`src/rtl/sum_acc_pkg.sv`:
```
// ---------------------------------------------------------------------------
// sum_acc_pkg
//
// Purpose:
//   Shared definitions for the frame sum accumulator. Holds the two-state
//   FSM encoding and the default widths used by sum_accumulator and its
//   adder sub-module.
//
// Contents:
//   DEF_DATA_W  default width of one unsigned input sample
//   DEF_ACC_W   default width of the accumulated frame total
//   DEF_CNT_W   default width of the frame-length field
//   state_t     FSM state enum (ACCUM, HOLD)
//
// Configuration:
//   None here; see SUM_ACC_SAT_EN in sum_acc_add.sv.
// ---------------------------------------------------------------------------
package sum_acc_pkg;

  // Default widths: 8-bit samples, 10-bit totals, up to 16-sample frames.
  localparam int DEF_DATA_W = 8;
  localparam int DEF_ACC_W  = 10;
  localparam int DEF_CNT_W  = 4;

  // ACCUM collects samples of the current frame; HOLD presents the frame
  // total downstream until it is taken.
  typedef enum logic {
    ACCUM = 1'b0,
    HOLD  = 1'b1
  } state_t;

endpackage : sum_acc_pkg

```
`src/rtl/sum_acc_add.sv`:
```
// ---------------------------------------------------------------------------
// sum_acc_add
//
// Purpose:
//   Adds one zero-extended sample to the running ACC_W-bit frame total and
//   reports whether the true sum no longer fits in ACC_W bits. Whether the
//   result saturates or wraps is selected at build time.
//
// Ports:
//   i_acc   [ACC_W-1:0]   current running total
//   i_data  [DATA_W-1:0]  unsigned sample to add (DATA_W <= ACC_W)
//   o_sum   [ACC_W-1:0]   new running total (saturated or wrapped)
//   o_ovf                 true sum exceeded 2^ACC_W-1 (saturating build only)
//
// Configuration:
//   SUM_ACC_SAT_EN  defined   -> result clamps at 2^ACC_W-1, o_ovf reports
//                                the carry out of the ACC_W-bit add.
//                   undefined -> result wraps modulo 2^ACC_W, o_ovf is 0.
// ---------------------------------------------------------------------------
module sum_acc_add
  import sum_acc_pkg::*;
#(
  parameter int DATA_W = DEF_DATA_W,
  parameter int ACC_W  = DEF_ACC_W
) (
  input  logic [ACC_W-1:0]  i_acc,
  input  logic [DATA_W-1:0] i_data,
  output logic [ACC_W-1:0]  o_sum,
  output logic              o_ovf
);

`ifdef SUM_ACC_SAT_EN

  // One extra bit holds the carry so an overflow can be seen and clamped.
  logic [ACC_W:0] w_full;

  assign w_full = (ACC_W+1)'(i_acc) + (ACC_W+1)'(i_data);

  // Clamp to all-ones whenever the carry is set; the carry itself is the
  // overflow indication for this beat.
  assign o_sum = w_full[ACC_W] ? {ACC_W{1'b1}} : w_full[ACC_W-1:0];
  assign o_ovf = w_full[ACC_W];

`else

  // Plain modulo-2^ACC_W add; the carry is simply dropped.
  assign o_sum = i_acc + ACC_W'(i_data);
  assign o_ovf = 1'b0;

`endif

endmodule : sum_acc_add

```
`src/rtl/sum_accumulator.sv`:
```
// ---------------------------------------------------------------------------
// sum_accumulator
//
// Purpose:
//   Sums a stream of unsigned samples into frames of 1..2^CNT_W samples and
//   hands each frame total downstream over a valid/ready port. The frame
//   length (minus one) is captured on the first beat of each frame, so a
//   frame_len change mid-frame only affects the next frame. The total is
//   registered and appears one cycle after the last beat, then holds until
//   downstream takes it; no new samples are accepted while a total waits.
//
// Ports:
//   clk        sole clock, all state on the rising edge
//   rst_n      asynchronous active-low reset
//   ena        enable; low freezes every register and blocks both ports
//   frame_len  [CNT_W-1:0]  samples per frame minus one
//   in_valid   upstream sample valid
//   in_data    [DATA_W-1:0] upstream sample (unsigned)
//   in_ready   sample accepted this cycle when in_valid is also high
//   out_valid  frame total valid
//   out_data   [ACC_W-1:0]  frame total (unsigned)
//   out_ready  downstream accepts the total
//   out_ovf    frame total overflowed ACC_W bits; qualified by out_valid
//
// Configuration:
//   SUM_ACC_SAT_EN  (consumed by sum_acc_add) selects saturating totals with
//                   a sticky overflow flag; undefined gives wrapping totals
//                   and out_ovf is always 0.
// ---------------------------------------------------------------------------
module sum_accumulator
  import sum_acc_pkg::*;
#(
  parameter int DATA_W = DEF_DATA_W,
  parameter int ACC_W  = DEF_ACC_W,
  parameter int CNT_W  = DEF_CNT_W
) (
  input  logic              clk,
  input  logic              rst_n,
  input  logic              ena,
  input  logic [CNT_W-1:0]  frame_len,
  input  logic              in_valid,
  input  logic [DATA_W-1:0] in_data,
  output logic              in_ready,
  output logic              out_valid,
  output logic [ACC_W-1:0]  out_data,
  input  logic              out_ready,
  output logic              out_ovf
);

  // -------------------------------------------------------------------------
  // State
  // -------------------------------------------------------------------------
  state_t             r_state;
  logic [ACC_W-1:0]   r_acc;
  logic [CNT_W-1:0]   r_cnt;
  logic [CNT_W-1:0]   r_len;
  logic               r_ovf;
  logic [ACC_W-1:0]   r_outData;
  logic               r_outOvf;

  // -------------------------------------------------------------------------
  // Combinational helpers
  // -------------------------------------------------------------------------
  logic               w_inXfer;
  logic               w_outXfer;
  logic               w_firstBeat;
  logic               w_lastBeat;
  logic [CNT_W-1:0]   w_len;
  logic [ACC_W-1:0]   w_sum;
  logic               w_addOvf;

  // in_ready is gated by rst_n so it reads 0 for the whole time reset is
  // held, even though the state register already shows ACCUM.
  assign in_ready  = rst_n & ena & (r_state == ACCUM);
  assign w_inXfer  = in_ready & in_valid;
  assign w_outXfer = ena & (r_state == HOLD) & out_ready;

  // A counter of zero marks the first beat of a frame. On that beat the
  // live frame_len decides the length; afterwards the captured copy does.
  assign w_firstBeat = (r_cnt == '0);
  assign w_len       = w_firstBeat ? frame_len : r_len;
  assign w_lastBeat  = (r_cnt == w_len);

  // -------------------------------------------------------------------------
  // Adder: running total plus the current sample
  // -------------------------------------------------------------------------
  sum_acc_add #(
    .DATA_W (DATA_W),
    .ACC_W  (ACC_W)
  ) u_add (
    .i_acc  (r_acc),
    .i_data (in_data),
    .o_sum  (w_sum),
    .o_ovf  (w_addOvf)
  );

  // -------------------------------------------------------------------------
  // Frame FSM with registered outputs
  //
  // ACCUM: every accepted beat adds into r_acc. The beat whose counter
  //        matches the frame length loads the output registers and moves
  //        to HOLD, so out_valid rises exactly one cycle after that beat.
  // HOLD:  the output registers are left untouched until out_ready is seen;
  //        then the frame state clears and ACCUM resumes on the next cycle,
  //        which keeps in_ready low during the cycle of the output transfer.
  // With ena low nothing below is evaluated, freezing every register.
  // -------------------------------------------------------------------------
  always_ff @(posedge clk or negedge rst_n) begin
    if (!rst_n) begin
      r_state   <= ACCUM;
      r_acc     <= '0;
      r_cnt     <= '0;
      r_len     <= '0;
      r_ovf     <= 1'b0;
      r_outData <= '0;
      r_outOvf  <= 1'b0;
    end else if (ena) begin
      case (r_state)
        ACCUM: begin
          if (w_inXfer) begin
            if (w_firstBeat) begin
              r_len <= frame_len;
            end
            r_acc <= w_sum;
            r_ovf <= r_ovf | w_addOvf;
            if (w_lastBeat) begin
              r_outData <= w_sum;
              r_outOvf  <= r_ovf | w_addOvf;
              r_state   <= HOLD;
            end else begin
              r_cnt <= r_cnt + CNT_W'(1);
            end
          end
        end
        HOLD: begin
          if (w_outXfer) begin
            r_acc   <= '0;
            r_cnt   <= '0;
            r_ovf   <= 1'b0;
            r_state <= ACCUM;
          end
        end
      endcase
    end
  end

  // -------------------------------------------------------------------------
  // Outputs come straight from registers
  // -------------------------------------------------------------------------
  assign out_valid = (r_state == HOLD);
  assign out_data  = r_outData;
  assign out_ovf   = r_outOvf;

endmodule : sum_accumulator

```
`config.mk`:
```
export PLATFORM = sky130hd
export DESIGN_NAME = sum_accumulator
export DESIGN_NICKNAME = d
export VERILOG_FILES = /design/src/rtl/sum_acc_pkg.sv /design/src/rtl/sum_acc_add.sv /design/src/rtl/sum_accumulator.sv
export SDC_FILE = /design/constraint.sdc
export NUM_CORES = 1
export LEC_CHECK = 0
export CAP_MARGIN = 5
export CORE_ASPECT_RATIO = 1.25
export CORE_MARGIN = 2
export CORE_UTILIZATION = 48
export CTS_CLUSTER_DIAMETER = 50
export DETAILED_ROUTE_END_ITERATION = 8
export GPL_ROUTABILITY_DRIVEN = 1
export PLACE_DENSITY = 0.83
export RECOVER_POWER = 25
export SYNTH_ARGS = -nofsm -noshare
export SYNTH_HDL_FRONTEND = slang
export SYNTH_SLANG_ARGS = --single-unit
```
`constraint.sdc`:
```
create_clock -name clk -period 3.1 [get_ports clk]
set_input_delay 0.62 -clock clk [delete_from_list [all_inputs] [get_ports clk]]
set_output_delay 0.62 -clock clk [all_outputs]
set_load 0.01 [all_outputs]
```
Yosys cells after proc, flatten, opt, wreduce, memory -nomap -nowiden
Cells that the tools add are included.
{"block": "op_classes", "add_sub_neg": 2, "eq_ne": 4, "mux": 14, "n_bitwise": 6, "n_reduce_logical": 6}
{"operator": "2-to-1 mux 10 bit", "n": 2}
{"operator": "one-hot mux 10 bit (2 select lines)", "n": 1}
{"operator": "2-to-1 mux 4 bit", "n": 4}
{"operator": "adder 10 x 8 -> 10 bit", "n": 1}
{"operator": "AND reduction 3 bit", "n": 3}
{"operator": "one-hot mux 4 bit (2 select lines)", "n": 1}
{"operator": "AND reduction 4 bit", "n": 2}
{"operator": "AND 1 bit", "n": 5}
{"operator": "2-to-1 mux 1 bit", "n": 5}
{"operator": "adder 4 x 1 -> 4 bit (second input constant)", "n": 1}
{"operator": "equality test 4 bit", "n": 1}
{"operator": "zero test 4 bit", "n": 1}
{"operator": "inequality test 2 bit (second input constant)", "n": 2}
{"operator": "inequality test 2 x 1 -> 1 bit (second input constant)", "n": 1}
{"operator": "one-hot mux 1 bit (2 select lines)", "n": 1}
{"operator": "inverter 1 bit", "n": 1}
{"block": "totals", "ff_bits": 31, "wordCells": 39}

Longest topological paths before layout
{"block": "logic_depth", "depth_word": 6, "mapped_depth": 9}

Modules after synthesis
Synthesis repeated with hierarchy kept, for this count alone.
{"block": "hier_totals", "cells_unflattened": 194, "hier_area_um2": 1991.9}
{"mod": "sum_accumulator", "n_inst": 1, "cells_per_inst": 140, "area_each_um2": 1581.5}
{"mod": "sum_acc_add", "n_inst": 1, "cells_per_inst": 54, "area_each_um2": 410.4}

Worst setup path before layout
OpenSTA, ideal clock, no wires.
{"block": "synth_path", "path_type": "reg-to-reg", "startpoint": "register r_cnt[0]", "endpoint": "register r_outData[0], in the netlist out_data[0]", "setup_ns": 0.125, "t_arrival_ns": 2.158, "slack_ns": 0.818, "stages_incl_launch_ff": 9, "n_path_buf": 0, "period_less_slack_ns": 2.282, "cell_sequence": "dfrtp_1 > inv_1 > ha_1 > nor3b_4 > mux2i_1 > xnor2_1 > nand2_1 > nor3_4 > mux2_2"}
{"block": "synth_between", "elab_chain_len": 4}
{"item": "from (decl)", "line": "sum_accumulator.sv:55", "text": "logic [CNT_W-1:0] r_cnt;"}
{"item": "from (signal assigned)", "line": "sum_accumulator.sv:131", "text": "r_cnt <= r_cnt + CNT_W'(1);"}
{"item": "zero test 4 bit", "line": "sum_accumulator.sv:80", "text": "assign w_firstBeat = (r_cnt == '0);"}
{"item": "2-to-1 mux 4 bit"}
{"item": "equality test 4 bit (*)", "line": "sum_accumulator.sv:82", "text": "assign w_lastBeat = (r_cnt == w_len);"}
{"item": "AND reduction 4 bit (no source line) (*)"}
{"item": "to (signal assigned)", "line": "sum_accumulator.sv:127", "text": "r_outData <= w_sum;"}
{"item": "to (decl)", "line": "sum_accumulator.sv:58", "text": "logic [ACC_W-1:0] r_outData;"}
Mark *: on every way between the ends. The rest lies on a longest branch, timed or not.
A chain may end at the register's enable or synchronous reset.

Final worst setup path
{"block": "layout_path", "startpoint": "input in_data[0]", "endpoint": "register r_outData[8], in the netlist out_data[8]"}
{"block": "layout_between", "elab_chain_len": 1}
{"item": "from (decl)", "line": "sum_accumulator.sv:42", "text": "input logic [DATA_W-1:0] in_data,"}
{"item": "adder 10 x 8 -> 10 bit", "line": "sum_acc_add.sv:47", "text": "assign o_sum = i_acc + ACC_W'(i_data);"}
No other way between the ends.

==> impl_results.md <==
- WL/cell: 16.5 µm
- Run status: finished, final reports clean
- Die ar.: 3980 µm²
- Compound-Gate Fraction of Synth Area: 16.3%
- Reg2reg setup slack: 0.61 ns
- Reg area: 726 µm²
- Yosys reg bits: 29
- Maximum clock rate: 0.376 GHz
- Post-cts sizing count: 0
- CTS Sinks: 29
- Gr usage total: 21.3%
- Main combinational cell family by area after synthesis: compound AO/OA/AOI/OAI gates
- Die height: 70.1 µm
- Core ar.: 3420 µm²
- Htree depth: 2
- Hold Crit Depth: 1
- Synth Area in XOR/XNOR: 4.70%
- Fin nets: 213
- Mapped Cells: 150
- Largest net degree at the start of global routing: 31
- Worst Path Arrival: 2.82 ns
- Grt total ovfl: 0
- Min-delay worst type: flip-flop to flip-flop
- Cts hold-fix bufs: 0
- Initial Util: 49.0%
- Setup TNS: 0 ns
- Adder-Cell Fraction of Synth Area: 8.66%
- Share of cells above drive strength 1: 14.0%
- Fin crit period: 2.66 ns
- HPWL Detailed: 2770 µm
- Post-Synth Simple-Gate Area: 13.8%
- Multi-input logic area: 910 µm²
- First-pass GRT wire length: 6490 µm
- Total vias in the final route: 1320
- Fill count: 307
- Clock Path Buffers: 2
- PortBufs: 28
- Initial antenna violation count: 0
- Std-Cell Rows: 24
- Fin Clk Skew: 0.00627 ns
- Unique masters post-synth: 42
- WHS Endpoint: out_data[6]
- RSZ-0062 raised after global routing: no
- Clock Latency Late Sink: 0.28 ns
- Asr flop ratio synth: 100%
- DIE WIDTH: 56.9 µm
- Syn Nets: 178
- CTS clk-pin slew, worst paths: 0.06 ns
- Yosys warnings: 0
- Max IR drop VDD: 0.000425 V
- Setup repair bufs after CTS: 0
- Worst r2r dst: out_data[8]
- Crit end category: flip-flop
- Worst R2R Start: r_cnt[0]
- Normalized max-slew margin: 63.5%
- Hold path startpoint: out_data[6]
- Final Cycle Share: 85.7%
- Top FF cell, synth: dfrtp_1
- Routed wire length: 3710 µm
- PwrDens: 648 nW/µm²
- End-of-flow core utilization: 61.1%
- Drc violations: 0
- First-pass iteration count of the detailed router: 4
- Antenna viol nets, final: 0
- Final hold vios: 0
- Placed Cells: 217
- Worst EP required: 3.27 ns
- Final Non-Filler Cells: 225
- Syn Area/Cell: 11.2 µm²
- Mux contribution to synthesized area: 10.5%
- Top-level I/O count: 30
- Vias/cell: 5.87
- CTS Buf Count: 5
- Diodes inserted: 0
- Lkg Pwr: 0.974 nW
- Final setup fails: 0
- MaxCap Viol Count: 0
- Area growth, synth to finish: 24.9%
- Tightest Pin Transition: 0.548 ns
- CP Class: primary input to flip-flop
- Vias in the first global route: 1392
- Max FO, Critical Path: 3
- CTS Root Cell: clkbuf_8
- GP Congestion: 0.880
- Reg2reg path depth: 9
- Post-synthesis sequential area ratio: 43.3%
- Cell Area, Synth: 1680 µm²
- TritonCTS clock tree: yes
- DRT iter0 DRCs: 39
- Setup crit start kind: primary input
- Max Transition Viols Final: 0
- EDFF count, synth: 0
-- stage by stage --
stage               setup slack, ns  hold WS [ns]  total power, mW  area [µm²]
floorplan                     0.818         0.324            0.925        1680
global placement              0.285         0.489             1.02        2010
detailed placement            0.164         0.496             1.06        2010
CTS                           0.459         0.511             1.37        2090
global route                  0.373         0.525             1.46        2090
finish                        0.443         0.507             1.36        2090
-- worst max-delay path, cell delays in order --
cell	delay (ns)
clkdlybuf4s50_1	0.46
ha_1	0.20
inv_1	0.07
fa_1	0.41
nor2b_1	0.20
o31a_1	0.20
a31o_2	0.16
a21oi_1	0.07
xnor2_1	0.15
mux2_2	0.28
-- state kept, by name, indices dropped and copies added, names as in the netlist --
register	count
r_cnt	4
r_acc	10
r_len	4
out_valid	1
out_data	10
-- how the worst max path moves through the flow --
stage | startpoint | end | slack (ns) | depth (start not counted)
4_1_cts | in_data[0] | out_data[8] | 0.46 | 10
3_3_place_gp | in_data[0] | out_data[8] | 0.29 | 10
6_report | in_data[0] | out_data[8] | 0.44 | 10
2_1_floorplan | r_cnt[0] | out_data[0] | 0.82 | 8
5_1_grt | in_data[0] | out_data[8] | 0.37 | 10
3_5_place_dp | in_data[0] | out_data[8] | 0.16 | 10
-- final cells by class --
type	count	share of cell area, %
Clock buffer	8	3.83
Timing Repair Buffer	31	14.5
Sequential cell	29	34.7
Multi-Input combinational cell	111	43.5
Inverter	7	1.26
Tap cell	39	2.33
-- cells in the final DEF, fill, tap and decap left out, types with 5 or more instances in the layout --
cell type,instances
dfrtp_1,29
a21oi_1,6
ha_1,10
o21ai_0,6
inv_1,7
xnor2_1,8
clkdlybuf4s50_1,27
nand2_1,11
a22o_1,9
nor2b_1,5
mux2_2,13
clkbuf_8,5
-- synthesized netlist by cell type (2+ instances only) --
cell / n / area share (%)
o211ai_1: 3 / 1.3
inv_1: 7 / 1.6
mux2i_1: 3 / 1.8
mux2_2: 13 / 8.7
nor2b_1: 5 / 1.9
a21oi_1: 6 / 1.8
o21ai_0: 6 / 1.8
ha_1: 10 / 7.5
a21o_1: 2 / 0.90
dfrtp_1: 29 / 43
nor2_1: 3 / 0.67
xnor2_1: 8 / 4.2
nand2b_1: 3 / 1.1
clkbuf_1: 2 / 0.45
nand3_1: 3 / 0.90
o21a_1: 3 / 1.3
a22o_1: 9 / 4.7
nand2_1: 11 / 2.5
-- layer usage --
metal	global-route usage, %	share of wire [%]	wire, µm	up-vias
li1	-	-	-	617
met1	24.5	40	1480	653
met4	12.1	3.6	133	0
met5	0	0	0	-
met2	35.1	51	1890	37
met3	5.93	5.4	200	13
-- report_power, final --
part	switching, mW	internal, mW
Combinational	0.277	0.271
Sequential	0.0615	0.449
Clock	0.138	0.159
-- logic make-up after synthesis --
| family | count (synthesis) |
|---|---|
| AO/OA/AOI/OAI | 38 |
| XOR/XNOR | 9 |
| adder cells (fa/ha/maj) | 11 |
| buffers and inverters | 10 |
| flip-flops | 29 |
| multiplexers | 16 |
| other | 1 |
| AND/OR/NAND/NOR | 36 |
Power figures use the tool's default switching activity.
